[config.mk]
export PLATFORM = sky130hd
export DESIGN_NAME = rsa_keygen_ctrl
export DESIGN_NICKNAME = d
export VERILOG_FILES = /design/src/rtl/rsa_keygen_ctrl.sv
export SDC_FILE = /design/constraint.sdc
export NUM_CORES = 1
export LEC_CHECK = 0
export ABC_AREA = 1
export BUFFER_PORTS_ARGS = -buffer_cell sky130_fd_sc_hd__clkbuf_2
export CORE_AREA = 4 4 149 151
export CTS_CLUSTER_SIZE = 12
export DETAILED_ROUTE_END_ITERATION = 8
export DIE_AREA = 0 0 153 155
export PLACE_DENSITY = 0.86
export SYNTH_ARGS = -nofsm -noshare
export SYNTH_HDL_FRONTEND = slang
export SYNTH_SLANG_ARGS = --single-unit
[constraint.sdc]
create_clock -name clk -period 2.1 [get_ports clk]
set_input_delay 0.21 -clock clk [delete_from_list [all_inputs] [get_ports clk]]
set_output_delay 0.21 -clock clk [all_outputs]
set_load 0.02 [all_outputs]
[src/rtl/rsa_keygen_ctrl.sv]
// RSA key-generation sequencer: obtains P/Q from a prime generator, forms n and phi on a
// shared multiplier, then asks a modular-inverse unit for d, retrying with a stepped seed.
module rsa_keygen_ctrl #(
  parameter int unsigned             WORD_WIDTH  = 32,
  parameter logic [WORD_WIDTH-1:0]   E_VALUE     = 32'd65537,
  parameter int unsigned             MAX_RETRIES = 8
) (
  input  logic                                 clk,
  input  logic                                 rst,
  input  logic                                 start,
  input  logic [WORD_WIDTH/2-1:0]              seed,
  output logic                                 busy,
  output logic                                 done,
  output logic                                 error,
  output logic [$clog2(MAX_RETRIES+1)-1:0]     attempts,
  output logic                                 pg_start,
  output logic [WORD_WIDTH/2-1:0]              pg_seed,
  input  logic                                 pg_done,
  input  logic [WORD_WIDTH/2-1:0]              pg_p,
  input  logic [WORD_WIDTH/2-1:0]              pg_q,
  output logic                                 mul_start,
  output logic [WORD_WIDTH/2-1:0]              mul_a,
  output logic [WORD_WIDTH/2-1:0]              mul_b,
  input  logic                                 mul_done,
  input  logic [WORD_WIDTH-1:0]                mul_result,
  output logic                                 inv_start,
  output logic [WORD_WIDTH-1:0]                inv_a,
  output logic [WORD_WIDTH-1:0]                inv_m,
  input  logic                                 inv_done,
  input  logic                                 inv_valid,
  input  logic [WORD_WIDTH-1:0]                inv_result,
  output logic [WORD_WIDTH-1:0]                n_out,
  output logic [WORD_WIDTH-1:0]                e_out,
  output logic [WORD_WIDTH-1:0]                d_out
);

  localparam int unsigned HW = WORD_WIDTH / 2;
  localparam int unsigned AW = $clog2(MAX_RETRIES + 1);
  localparam logic [AW-1:0] MAX_ATT = AW'(MAX_RETRIES);

  typedef enum logic [3:0] {
    ST_IDLE, ST_PG_REQ, ST_PG_WAIT, ST_CHECK, ST_MN_REQ, ST_MN_WAIT, ST_MP_REQ,
    ST_MP_WAIT, ST_INV_REQ, ST_INV_WAIT, ST_RETRY, ST_DONE, ST_FAIL
  } state_e;

  state_e          state_q;
  logic [HW-1:0]   seed_q, p_q, q_q, pg_seed_q, mul_a_q, mul_b_q;
  logic [AW-1:0]   attempts_q;
  logic [WORD_WIDTH-1:0] n_q, phi_q, inv_a_q, n_out_q, e_out_q, d_out_q;
  logic            busy_q, done_q, error_q, pg_start_q, mul_start_q, inv_start_q;
  logic [HW-1:0]   seed_d;

  assign seed_d = seed_q + HW'(2);

  // Sequencer state, datapath registers and all registered outputs.
  always_ff @(posedge clk or negedge rst) begin
    if (!rst) begin
      state_q     <= ST_IDLE;
      seed_q      <= '0;
      p_q         <= '0;
      q_q         <= '0;
      pg_seed_q   <= '0;
      mul_a_q     <= '0;
      mul_b_q     <= '0;
      attempts_q  <= '0;
      n_q         <= '0;
      phi_q       <= '0;
      inv_a_q     <= '0;
      n_out_q     <= '0;
      e_out_q     <= '0;
      d_out_q     <= '0;
      busy_q      <= 1'b0;
      done_q      <= 1'b0;
      error_q     <= 1'b0;
      pg_start_q  <= 1'b0;
      mul_start_q <= 1'b0;
      inv_start_q <= 1'b0;
    end else begin
      pg_start_q  <= 1'b0;
      mul_start_q <= 1'b0;
      inv_start_q <= 1'b0;
      case (state_q)
        ST_IDLE, ST_DONE, ST_FAIL: begin
          if (start) begin
            seed_q     <= seed;
            pg_seed_q  <= seed;
            attempts_q <= AW'(1);
            done_q     <= 1'b0;
            error_q    <= 1'b0;
            busy_q     <= 1'b1;
            n_out_q    <= '0;
            e_out_q    <= '0;
            d_out_q    <= '0;
            pg_start_q <= 1'b1;
            state_q    <= ST_PG_REQ;
          end
        end
        ST_PG_REQ: state_q <= ST_PG_WAIT;
        ST_PG_WAIT: begin
          if (pg_done) begin
            p_q     <= pg_p;
            q_q     <= pg_q;
            state_q <= ST_CHECK;
          end
        end
        ST_CHECK: begin
          if ((p_q == q_q) || !p_q[0] || !q_q[0]) begin
            state_q <= ST_RETRY;
          end else begin
            mul_a_q     <= p_q;
            mul_b_q     <= q_q;
            mul_start_q <= 1'b1;
            state_q     <= ST_MN_REQ;
          end
        end
        ST_MN_REQ: state_q <= ST_MN_WAIT;
        ST_MN_WAIT: begin
          if (mul_done) begin
            n_q         <= mul_result;
            mul_a_q     <= p_q - HW'(1);
            mul_b_q     <= q_q - HW'(1);
            mul_start_q <= 1'b1;
            state_q     <= ST_MP_REQ;
          end
        end
        ST_MP_REQ: state_q <= ST_MP_WAIT;
        ST_MP_WAIT: begin
          if (mul_done) begin
            phi_q <= mul_result;
            // A modulus not above E cannot yield a usable private exponent.
            if (E_VALUE >= mul_result) begin
              state_q <= ST_RETRY;
            end else begin
              inv_a_q     <= E_VALUE;
              inv_start_q <= 1'b1;
              state_q     <= ST_INV_REQ;
            end
          end
        end
        ST_INV_REQ: state_q <= ST_INV_WAIT;
        ST_INV_WAIT: begin
          if (inv_done) begin
            if (inv_valid) begin
              n_out_q <= n_q;
              e_out_q <= E_VALUE;
              d_out_q <= inv_result;
              done_q  <= 1'b1;
              busy_q  <= 1'b0;
              state_q <= ST_DONE;
            end else begin
              state_q <= ST_RETRY;
            end
          end
        end
        ST_RETRY: begin
          if (attempts_q == MAX_ATT) begin
            error_q <= 1'b1;
            busy_q  <= 1'b0;
            n_out_q <= '0;
            e_out_q <= '0;
            d_out_q <= '0;
            state_q <= ST_FAIL;
          end else begin
            seed_q     <= seed_d;
            pg_seed_q  <= seed_d;
            attempts_q <= attempts_q + AW'(1);
            pg_start_q <= 1'b1;
            state_q    <= ST_PG_REQ;
          end
        end
        default: state_q <= ST_IDLE;
      endcase
    end
  end

  assign busy      = busy_q;
  assign done      = done_q;
  assign error     = error_q;
  assign attempts  = attempts_q;
  assign pg_start  = pg_start_q;
  assign pg_seed   = pg_seed_q;
  assign mul_start = mul_start_q;
  assign mul_a     = mul_a_q;
  assign mul_b     = mul_b_q;
  assign inv_start = inv_start_q;
  assign inv_a     = inv_a_q;
  assign inv_m     = phi_q;
  assign n_out     = n_out_q;
  assign e_out     = e_out_q;
  assign d_out     = d_out_q;

endmodule

# Word level (Yosys, flattened, before mapping)
# Index checks and enable logic that the tools add are counted.
# W data, S select, Z words.
[op_classes] n_lt_le_gt_ge=1 div_mod_pow=0 n_bitwise=1 n_reduce_logical=20 mul=0 add_sub_neg=4 shift=0 eq_ne=23 mux=52
[op_table] cell="$pmux W32 S3" n=3
[op_table] cell="$mux W32" n=8
[op_table] cell="$mux W16" n=6
[op_table] cell="$pmux W16 S2" n=3
[op_table] cell="$pmux W4 S11" n=1
[op_table] cell="$ge A17 B32 Y1 const A" n=1
[op_table] cell="$mux W4" n=8
[op_table] cell="$sub A16 B1 Y16 const B" n=2
[op_table] cell="$eq A4 B4 Y1 const B" n=6
[op_table] cell="$ne A2 B2 Y1 const B" n=9
[op_table] cell="$add A16 B2 Y16 const B" n=1
[op_table] cell="$eq A16 B16 Y1" n=1
[op_table] cell="$eq A4 B3 Y1 const B" n=4
[op_table] cell="$mux W1" n=16
[op_table] cell="$reduce_and A3 Y1" n=4
[op_table] cell="$reduce_and A5 Y1" n=2
[op_table] cell="$eq A4 B2 Y1 const B" n=2
[op_table] cell="$pmux W1 S2" n=4
[op_table] cell="$pmux W4 S2" n=1
[op_table] cell="$reduce_and A2 Y1" n=3
[op_table] cell="$reduce_bool A2 Y1" n=3
[op_table] cell="$add A4 B1 Y4 const B" n=1
[op_table] cell="$eq A4 B1 Y1 const B" n=1
[op_table] cell="$logic_not A4 Y1" n=1
[op_table] cell="8 further kinds" n=10
[word_totals] elab_cells=120 memories=0 rom_bits=0 output_inout_bits=218 input_bits=119 mem_bits_rw=0 register_bits=255 latch_bits=0

# Depth between registers and ports, before layout
# Gate-level depths: netlist of the first run.
[depth] ltp_word=5 depth_mapped=13 mapped_depth_nobuf=12

# Worst setup path before layout of the first run
# OpenSTA, ideal clock, no wires.
[synth_path] kind="reg-to-reg" startpoint="register attempts_q[0] (netlist: attempts[0])" endpoint="register e_out_q[0] (netlist: e_out[0])" setup_time_ps=117 path_slack_ps=274 path_buffers=2 arrival_ps=1709 required_time_ps=1983 synth_period_minus_slack_ps=1826 stages_incl_launch_ff=12 path_cell_list="dfrtp_1 > inv_1 > ha_1 > nand2_1 > nor2_1 > nor2_2 > nor3_1 > o2111ai_1 > buf_4 > buf_4 > nand2_1 > nand2_1"
[synth_via] elab_chain_len=3
[synth_rtl] element="from (decl)" line="48" rtl="logic [AW-1:0] attempts_q;"
[synth_rtl] element="from (signal assigned)" line="166" rtl="attempts_q <= attempts_q + AW'(1);"
[synth_rtl] element="$eq A4 B4 Y1" line="156" rtl="if (attempts_q == MAX_ATT) begin"
[synth_rtl] element="$ne A2 B2 Y1 (no source line)"
[synth_rtl] element="$reduce_and A5 Y1 (no source line)"
[synth_rtl] element="to (signal assigned)" line="92" rtl="e_out_q <= '0;"
[synth_rtl] element="to (signal assigned)" line="145" rtl="e_out_q <= E_VALUE;"
[synth_rtl] element="to (signal assigned)" line="160" rtl="e_out_q <= '0;"
[synth_rtl] element="to (decl)" line="49" rtl="logic [WORD_WIDTH-1:0] n_q, phi_q, inv_a_q, n_out_q, e_out_q, d_out_q;"
# No other way between the ends.
# A chain may end at the register's enable or synchronous reset.

# Final worst setup path of the first run
[layout_path] startpoint="register state_q[3]" endpoint="register d_out_q[14] (netlist: d_out[14])"
[layout_via] elab_chain_len=4 word_cells_on_any_way=13 classes_between="eq/ne (8); mux (1); reduce/logical (4)"
[layout_rtl] element="from (decl)" line="46" rtl="state_e state_q;"
[layout_rtl] element="from (signal assigned)" line="58" rtl="state_q <= ST_IDLE;"
[layout_rtl] element="from (signal assigned)" line="95" rtl="state_q <= ST_PG_REQ;"
[layout_rtl] element="from (signal assigned)" line="98" rtl="ST_PG_REQ: state_q <= ST_PG_WAIT;"
[layout_rtl] element="$eq A4 B4 Y1 or $logic_not A4 Y1 (tied branches)" line="82" rtl="case (state_q)"
[layout_rtl] element="$reduce_or A3 Y1" line="82"
[layout_rtl] element="$ne A2 B2 Y1 (no source line) or $reduce_bool A3 Y1 (tied branches)"
[layout_rtl] element="$reduce_and A5 Y1 (no source line)"
[layout_rtl] element="to (signal assigned)" line="146" rtl="d_out_q <= inv_result;"
[layout_rtl] element="to (decl)" line="49"
# Parallel ways exist; a longest one is shown, timed or not.

==> reports/metrics.csv, run 1 <==
stage;metric;value;unit
status;status;finished clean;
setup_path;worst-endpoint-required;2540;ps
pwr;power.density;1330;nW/µm²
placed_design;hpwlAfterDp;21000;µm
clock_network;htreeDepth;1;
placed_design;place.gp.congestion;0.902;
logic_synthesis;syn-instance-count;1326;
drt;avgViaCountPerCell;5.25;
setup_path;path_cells;inv_2 -> nand2_2 -> a21oi_2 -> a21oi_2 -> nand2_1 -> nand2_1 -> nor2_4 -> buf_12 -> nand3_1 -> nand2_1;
pwr;power;0.0188;W
die;core;20800;µm²
worst_hold_path;hold_class;in -> reg;
logic_synthesis;synth.area.top_cells;dfrtp_1, nand2_1, buf_4;
setup_path;path_max_fanout;33;
logic_synthesis;synth_cell_types;33;
logic_synthesis;synth_top_cell_area_share;52.4;%
logic_synthesis;synth_flop_cell;dfrtp_1;
global_route;grt_pass1_wl;53200;µm
pwr;irDropWorstVdd;0.865;mV
global_route;grt_usage;26.8;%
run;max_cap_violations;0;
cells_and_area;fin_util;67.6;%
setup_path;max_stage_delay;410;ps
timing;clock.fmax;488;MHz
worst_hold_path;min-delay-start;seed[8];
setup_path;cp.arrival;2490;ps
drt;drt-initial-drc-count;788;
setup_path;reg2reg_slack;50;ps
timing;setup_tns;0;ps
cells_and_area;area_delta_synth_final;31.6;%
drt;postRouteAntennaNets;0;
placed_design;port_buffers;276;
die;rows;53;
setup_path;worst-setup-path-type;reg -> reg;
logic_synthesis;synth_warnings;0;
placed_design;preCtsSetupSlack;20.8;ps
timing;setup_viol;0;
drt;routedWlPerCell;16.4;µm
placed_design;dpl_cell_area;12300;µm²
setup_path;cp-end-kind;flip-flop;
setup_path;r2r-end;d_out[14];
setup_path;path_common_cell;nand2_1;
pwr;switching_share;42.9;%
drt;routed_wl;32700;µm
timing;finClkSkew;12.6;ps
logic_synthesis;async_reset_ff_share;100;%
global_route;first_global_vias;10500;
pwr;combPwrFrac;41.2;%
setup_path;worstSetupStartpoint;state_q[3];
drt;post-route-drc-count;0;
global_route;grt_max_degree;71;
logic_synthesis;syn_area;10700;µm²
die;die_h;155;µm
timing;period_needed;2050;ps
clock_network;clk_path_buf_depth;3;
timing;tightest_slew;669;ps
clock_network;clk_latency;510;ps
clock_network;clkTransAtPathRegs;60;ps
clock_network;numCtsBuffers;24;
clock_network;cts.sinks;224;
die;dieWidth;153;µm
logic_synthesis;yosys.cell_count.top_type;nand2_1;
drt;drtPass1Iterations;5;
timing;hold_viol;0;
pwr;p_clk_share;21.6;%
clock_network;cts_tree;done;
cells_and_area;drive_gt1_share;22.1;%
logic_synthesis;synth.yosys.seq_area_share;52.4;%
cells_and_area;fin_area;14100;µm²
clock_network;root_buffer;clkbuf_16;
setup_path;startpoint_type;flip-flop;
setup_path;reg2reg_from;state_q[3];
setup_path;worstRegToRegCells;10;
logic_synthesis;synth_common_cells;nand2_1, dfrtp_1, nor2_1;
die;ios;337;
logic_synthesis;synth_top_area_cell;dfrtp_1;
die;initial_core_util;51.4;%
pwr;seq_power_share;37.3;%
pwr;power_leakage;7.69;nW
setup_path;slowest_stage;dfrtp_1;
worst_hold_path;holdPathStages;3;
timing;finalMaxSlewViolations;0;
cells_and_area;nNetsFinal;1831;
pwr;cell_internal_pwr;0.0107;W
global_route;overflow;0;
timing;fin_crit_sh;97.6;%
timing;finalWorstSetupSlack;51.1;ps
die;die_area;23700;µm²
logic_synthesis;synth_edf_count;0;
logic_synthesis;ys_ff_latch;224;
logic_synthesis;avgSynthCellArea;8.07;µm²
timing;slew-limit-headroom;55.0;%
pwr;power.switching;0.00805;W
drt;vias;10500;
worst_hold_path;whs_endpoint;pg_seed[8];
global_route;antenna_found_initial;0;
metrics by stage:
stage,hold WS [ps],std cells
global route,22.8,1996
global placement,225,1855
floorplan,-85.6,1385
CTS,1.74,1995
finish,26.0,1997
detailed placement,227,1855
state kept, by name, indices dropped and copies added, names as in the netlist:
register,flops
inv_m,32
attempts,4
pg_start,1
e_out,1
mul_a,16
n_out,32
busy,1
n_q,32
mul_b,16
q_q,16
state_q,4
done,1
inv_a,1
pg_seed,16
mul_start,1
p_q,16
error,1
d_out,32
inv_start,1
power by group through the flow:
stage	clock network, W	logic [W]	registers, W
after detailed placement	0	0.00723	0.00696
after global routing	0.00430	0.00851	0.00718
after floorplan	0	0.00395	0.00785
after CTS	0.00411	0.00745	0.00692
after global placement	0	0.00702	0.00691
final	0.00405	0.00773	0.00699
how the worst max path moves through the flow:
| stage | to | slack (ps) |
|---|---|---|
| final | d_out[14] | 50 |
| after global routing | d_out[14] | -20 |
| after CTS | d_out[4] | 90 |
| after detailed placement | d_out[14] | 20 |
| after global placement | d_out[10] | 140 |
| after floorplan | e_out[0] | 270 |
routing by layer:
layer,up-vias,global-route usage [%],part of all wire [%]
met2,601,45.1,48
met4,0,12.2,4.9
met3,130,5.70,8.6
met1,4906,33.6,38
li1,4838,-,-
met5,-,0,0
layout make-up:
type / count / area [µm²]
antenna: 1 / 2.50
clock buffer: 35 / 682
clock inverter: 5 / 61.3
fill: 1541 / 6740
inverter: 102 / 387
multi-input combinational: 945 / 4250
sequential: 224 / 5610
tap: 275 / 344
timing repair buffer: 410 / 2750
cell usage in the layout, fill, tap and decap left out, types with 2 or more instances in the layout:
| cell | synthesis | final |
|---|---|---|
| a31oi_1 | 4 | 4 |
| a22oi_1 | 2 | 2 |
| buf_12 | 0 | 7 |
| clkbuf_2 | 0 | 275 |
| inv_1 | 98 | 96 |
| nand3_1 | 99 | 99 |
| clkinv_2 | 0 | 3 |
| o22ai_1 | 3 | 3 |
| nor2_4 | 3 | 4 |
| clkbuf_1 | 27 | 7 |
| nor3_1 | 16 | 15 |
| a21oi_2 | 1 | 2 |
| nand4_1 | 14 | 14 |
| conb_1 | 1 | 60 |
| xnor2_1 | 2 | 2 |
| o21ai_0 | 100 | 100 |
| xor2_1 | 26 | 26 |
| dlygate4sd3_1 | 0 | 98 |
| nor2_2 | 4 | 3 |
| a21oi_1 | 38 | 37 |
| nor4_1 | 2 | 2 |
| dfrtp_2 | 0 | 3 |
| dfrtp_1 | 224 | 221 |
| nand3_2 | 2 | 2 |
| clkbuf_16 | 0 | 25 |
| inv_2 | 4 | 5 |
| nor3_2 | 2 | 3 |
| ha_1 | 5 | 5 |
| buf_4 | 70 | 28 |
| clkbuf_8 | 0 | 4 |
| nand2_2 | 4 | 8 |
| nor2_1 | 118 | 118 |
| nand2_1 | 436 | 431 |
cells by family after synthesis:
group / count (synthesis) / synth area share [%]
and+or+nand+nor: 702 / 27.0
AOI/OAI and AO/OA: 150 / 7.25
adders and majority gates: 5 / 0.584
xor gates and xnor gates: 28 / 2.29
DFF: 224 / 52.4
other: 1 / 0.0350
buffers and inverters: 216 / 10.5
critical path, delay by kind of cell, from the launching register on:
kind,cells,cell delay (ps)
AO/OA/AOI/OAI,2,290
buffers and inverters,2,340
flip-flops,1,410
AND/OR/NAND/NOR,6,910
timing repair:
action,4_1_cts,5_1_grt
pin swaps,1,0
endpoints found under the hold margin,183,0
hold buffers,98,0
gates cloned,0,1
resized for setup,0,9
setup buffers,2,0
endpoints found under the setup margin,4,101
Note: power is estimated with default switching activity, not from simulation.
==> run 2: changes to the inputs <==
Settings changed: ABC_AREA 1 to unset.
==> run 2 against run 1 <==
Against the previous run: the run now ends with negative setup slack left; via count down 13%; first-iteration DRC count down 25%; maximum frequency down 4.7%; synthesized area up 0.55%; critical path depth down 5; core utilization up 2.7 points.
==> reports/metrics.csv, run 2 <==
stage;metric;value;unit;change
status;status;finished with violations;;
status;violations;negative setup slack;;
die;ios;337;;unchanged
logic_synthesis;synth.area.top_cells;dfrtp_1, mux2_2, nand2_1;;
setup_path;worstRegToRegCells;5;;-5
drt;wl_met2;17500;µm;+11%
die;core;20800;µm²;unchanged
clock_network;root_buffer;clkbuf_16;;
setup_path;reg2reg_slack;-50;ps;-100 ps
logic_synthesis;synth_common_cells;dfrtp_1, nand2_1, inv_1;;
pwr;switching_share;40.5;%;-2.4 points
pwr;combPwrFrac;43.4;%;+2.2 points
timing;finalWorstSetupSlack;-50.5;ps;-102 ps
logic_synthesis;yosys.cell_count.top_type;dfrtp_1;;
drt;avgViaCountPerCell;5.30;;+0.97%
cells_and_area;final_common_cell;clkbuf_2;;
logic_synthesis;async_reset_ff_share;100;%;unchanged
cells_and_area;nNetsFinal;1549;;-15%
global_route;first_global_vias;9583;;-8.4%
setup_path;path_cells;or4_4 -> or3_4 -> nor3b_4 -> xor2_1 -> mux2_4;;
logic_synthesis;syn-instance-count;1018;;-23%
logic_synthesis;synthAdderAreaFrac;0.581;%;-0.0032 points
placed_design;place_inst;1564;;-16%
worst_hold_path;hold_class;in -> reg;;
clock_network;cts_tree;done;;
clock_network;htreeDepth;1;;unchanged
global_route;grt_max_degree;72;;+1.4%
worst_hold_path;min-delay-start;seed[1];;
setup_path;slowest_stage;or4_4;;
logic_synthesis;synth.yosys.seq_area_share;52.1;%;-0.29 points
drt;wl_met1;12400;µm;-0.60%
timing;slew-limit-headroom;63.3;%;+8.3 points
cells_and_area;regArea;5610;µm²;about the same
clock_network;clkTransAtPathRegs;60;ps;about the same
pwr;power;0.0215;W;+14%
logic_synthesis;synth_top_family_by_area;multiplexers;;
setup_path;startpoint_type;flip-flop;;
setup_path;r2r-end;mul_a[12];;
setup_path;max_stage_delay;550;ps;+140 ps
logic_synthesis;synth_warnings;0;;unchanged
logic_synthesis;synthXorXnorAreaFrac;3.66;%;+1.4 points
setup_path;path_max_fanout;5;;-85%
drt;routed_wl;33700;µm;+3.0%
pwr;seq_power_share;34.8;%;-2.5 points
drt;postRouteAntennaNets;0;;unchanged
clock_network;numCtsBuffers;25;;+4.2%
setup_path;reg2reg_from;p_q[5];;
pwr;power_leakage;7.60;nW;-1.3%
drt;dr_wl_met3;2220;µm;-21%
timing;finalMaxSlewViolations;0;;unchanged
placed_design;preCtsSetupSlack;32.2;ps;+11.5 ps
die;die_area;23700;µm²;unchanged
die;rows;53;;unchanged
logic_synthesis;synth_simple_gate_area_share;13.5;%;-14 points
die;dieWidth;153;µm;unchanged
setup_path;worst-endpoint-required;2550;ps;about the same
logic_synthesis;avgSynthCellArea;10.6;µm²;+31%
clock_network;cts.sinks;224;;unchanged
setup_path;cp-end-kind;flip-flop;;
timing;rsz0062_at_grt;yes;;
drt;drtPass1Iterations;8;;+3
logic_synthesis;synth_top_cell_area_share;52.1;%;-0.29 points
drt;post-route-drc-count;0;;unchanged
setup_path;worst-setup-path-type;reg -> reg;;
pwr;cell_internal_pwr;0.0128;W;+19%
timing;setup_viol;2;;+2
cells_and_area;final_cell_mix;clkbuf_2, dfrtp_1, nand2_1;;
timing;finClkSkew;12.4;ps;-0.171 ps
setup_path;cp.arrival;2600;ps;+110 ps
global_route;grt_usage;27.2;%;+0.32 points
logic_synthesis;synth_top_area_cell;dfrtp_1;;
global_route;grt_pass1_wl;52000;µm;-2.2%
drt;drt-initial-drc-count;588;;-25%
run;max_cap_violations;0;;unchanged
placed_design;hpwlAfterDp;19900;µm;-5.7%
cells_and_area;drive_gt1_share;33.5;%;+11 points
die;initial_core_util;51.7;%;+0.28 points
pwr;power.switching;0.00869;W;+8.0%
worst_hold_path;whs_endpoint;pg_seed[1];;
global_route;antenna_found_initial;1;;+1
timing;period_needed;2150;ps;+102 ps
logic_synthesis;synth_cell_types;56;;+70%
placed_design;place.gp.congestion;0.848;;-6.0%
logic_synthesis;syn_area;10800;µm²;+0.55%
timing;tightest_slew;551;ps;-118 ps
pwr;irDropWorstVdd;1.08;mV;+24%
pwr;power.density;1470;nW/µm²;+10%
drt;top_layer;met4;;
logic_synthesis;ys_ff_latch;224;;unchanged
logic_synthesis;synth.area.mux_share;16.4;%;+16 points
timing;clock.fmax;465;MHz;-4.7%
drt;vias;9094;;-13%
global_route;overflow;0;;unchanged
cells_and_area;stdcell_count;1717;;-14%
drt;routedWlPerCell;19.6;µm;+20%
timing;fin_crit_sh;102;%;+4.8 points
timing;hold_viol;0;;unchanged
logic_synthesis;synth_edf_count;0;;unchanged
worst_hold_path;holdPathStages;3;;unchanged
cells_and_area;fin_util;70.3;%;+2.7 points
pwr;p_clk_share;21.7;%;about the same
clock_network;clk_latency;510;ps;about the same
cells_and_area;multi_input_area;4530;µm²;+6.7%
cells_and_area;area_delta_synth_final;36.0;%;
timing;fin_hold_ws;11.1;ps;-14.9 ps
placed_design;port_buffers;276;;unchanged
logic_synthesis;synth_flop_cell;dfrtp_1;;
clock_network;clk_path_buf_depth;3;;unchanged
logic_synthesis;synth_compound_area_share;4.65;%;-2.6 points
die;die_h;155;µm;unchanged
cells_and_area;fill_cells;1350;;-12%
==> run 2: cell count changes after synthesis, moves of 8 or more <==
cell,before,now
nand2_1,436,203
nor2_1,118,23
nand3_1,99,9
o21ai_0,100,17
mux2_2,0,76
mux2i_1,0,69
xnor2_1,2,34
inv_1,98,77
mux2_1,0,19
a21oi_1,38,22
xor2_1,26,11
nand2b_1,0,8
==> run 2: logic make-up after synthesis <==
family | Yosys count
AND/OR/NAND/NOR | 309
flip-flops | 224
buffers and inverters | 189
multiplexers | 164
AO/OA/AOI/OAI | 81
XOR/XNOR | 45
adder cells (fa/ha/maj) | 5
other | 1
==> run 2: area by class of cell <==
cell class / count / share of cell area, %
well taps: 275 / 2.35
flip-flops and latches: 224 / 38.3
inverters: 77 / 1.97
repair buffers: 433 / 20.4
clock buffers: 36 / 5.03
diodes: 1 / 0.0171
multi-input cells: 664 / 31.0
clock inverters: 7 / 0.949
==> run 2: what timing repair did <==
item / 4_1_cts / 5_1_grt
endpoints found under the hold margin: 192 / 0
resized for setup: 0 / 32
hold buffers: 103 / 0
buffers inserted: 0 / 5
endpoints found under the setup margin: 0 / 55
==> run 2: routing by layer <==
metal	global-route usage, %	vias up
met5	0	-
met4	10.9	0
met3	5.20	119
met2	49.5	461
met1	31.6	4434
li1	-	4080
==> run 2: per-stage QoR <==
stage / setup TNS [ps] / area, µm²
finish: -51.4 / 14600
global route: -727 / 14600
CTS: 0 / 14400
detailed placement: 0 / 12500
global placement: 0 / 12500
floorplan: -20.1 / 11000
==> run 2: worst max path at each step <==
stage	from	end	cells past startpoint
after floorplan	p_q[5]	mul_a[15]	6
after global routing	p_q[5]	mul_a[12]	5
final	p_q[5]	mul_a[12]	5
after detailed placement	p_q[5]	mul_a[13]	5
after CTS	p_q[5]	mul_a[13]	5
after global placement	p_q[5]	mul_a[13]	5
==> run 2: critical path: cells and delay by family (launching register included) <==
| kind | cells | cell delay [ps] |
|---|---|---|
| and+or+nand+nor | 3 | 1220 |
| muxes | 1 | 220 |
| xor gates and xnor gates | 1 | 270 |
| DFF | 1 | 380 |
==> run 2: power by group through the flow <==
stage | clock network [W] | logic (W) | registers [W]
after global placement | 0 | 0.00835 | 0.00724
after detailed placement | 0 | 0.00859 | 0.00734
after floorplan | 0 | 0.00461 | 0.00845
after global routing | 0.00492 | 0.00999 | 0.00766
after CTS | 0.00469 | 0.00880 | 0.00729
final | 0.00466 | 0.00931 | 0.00748
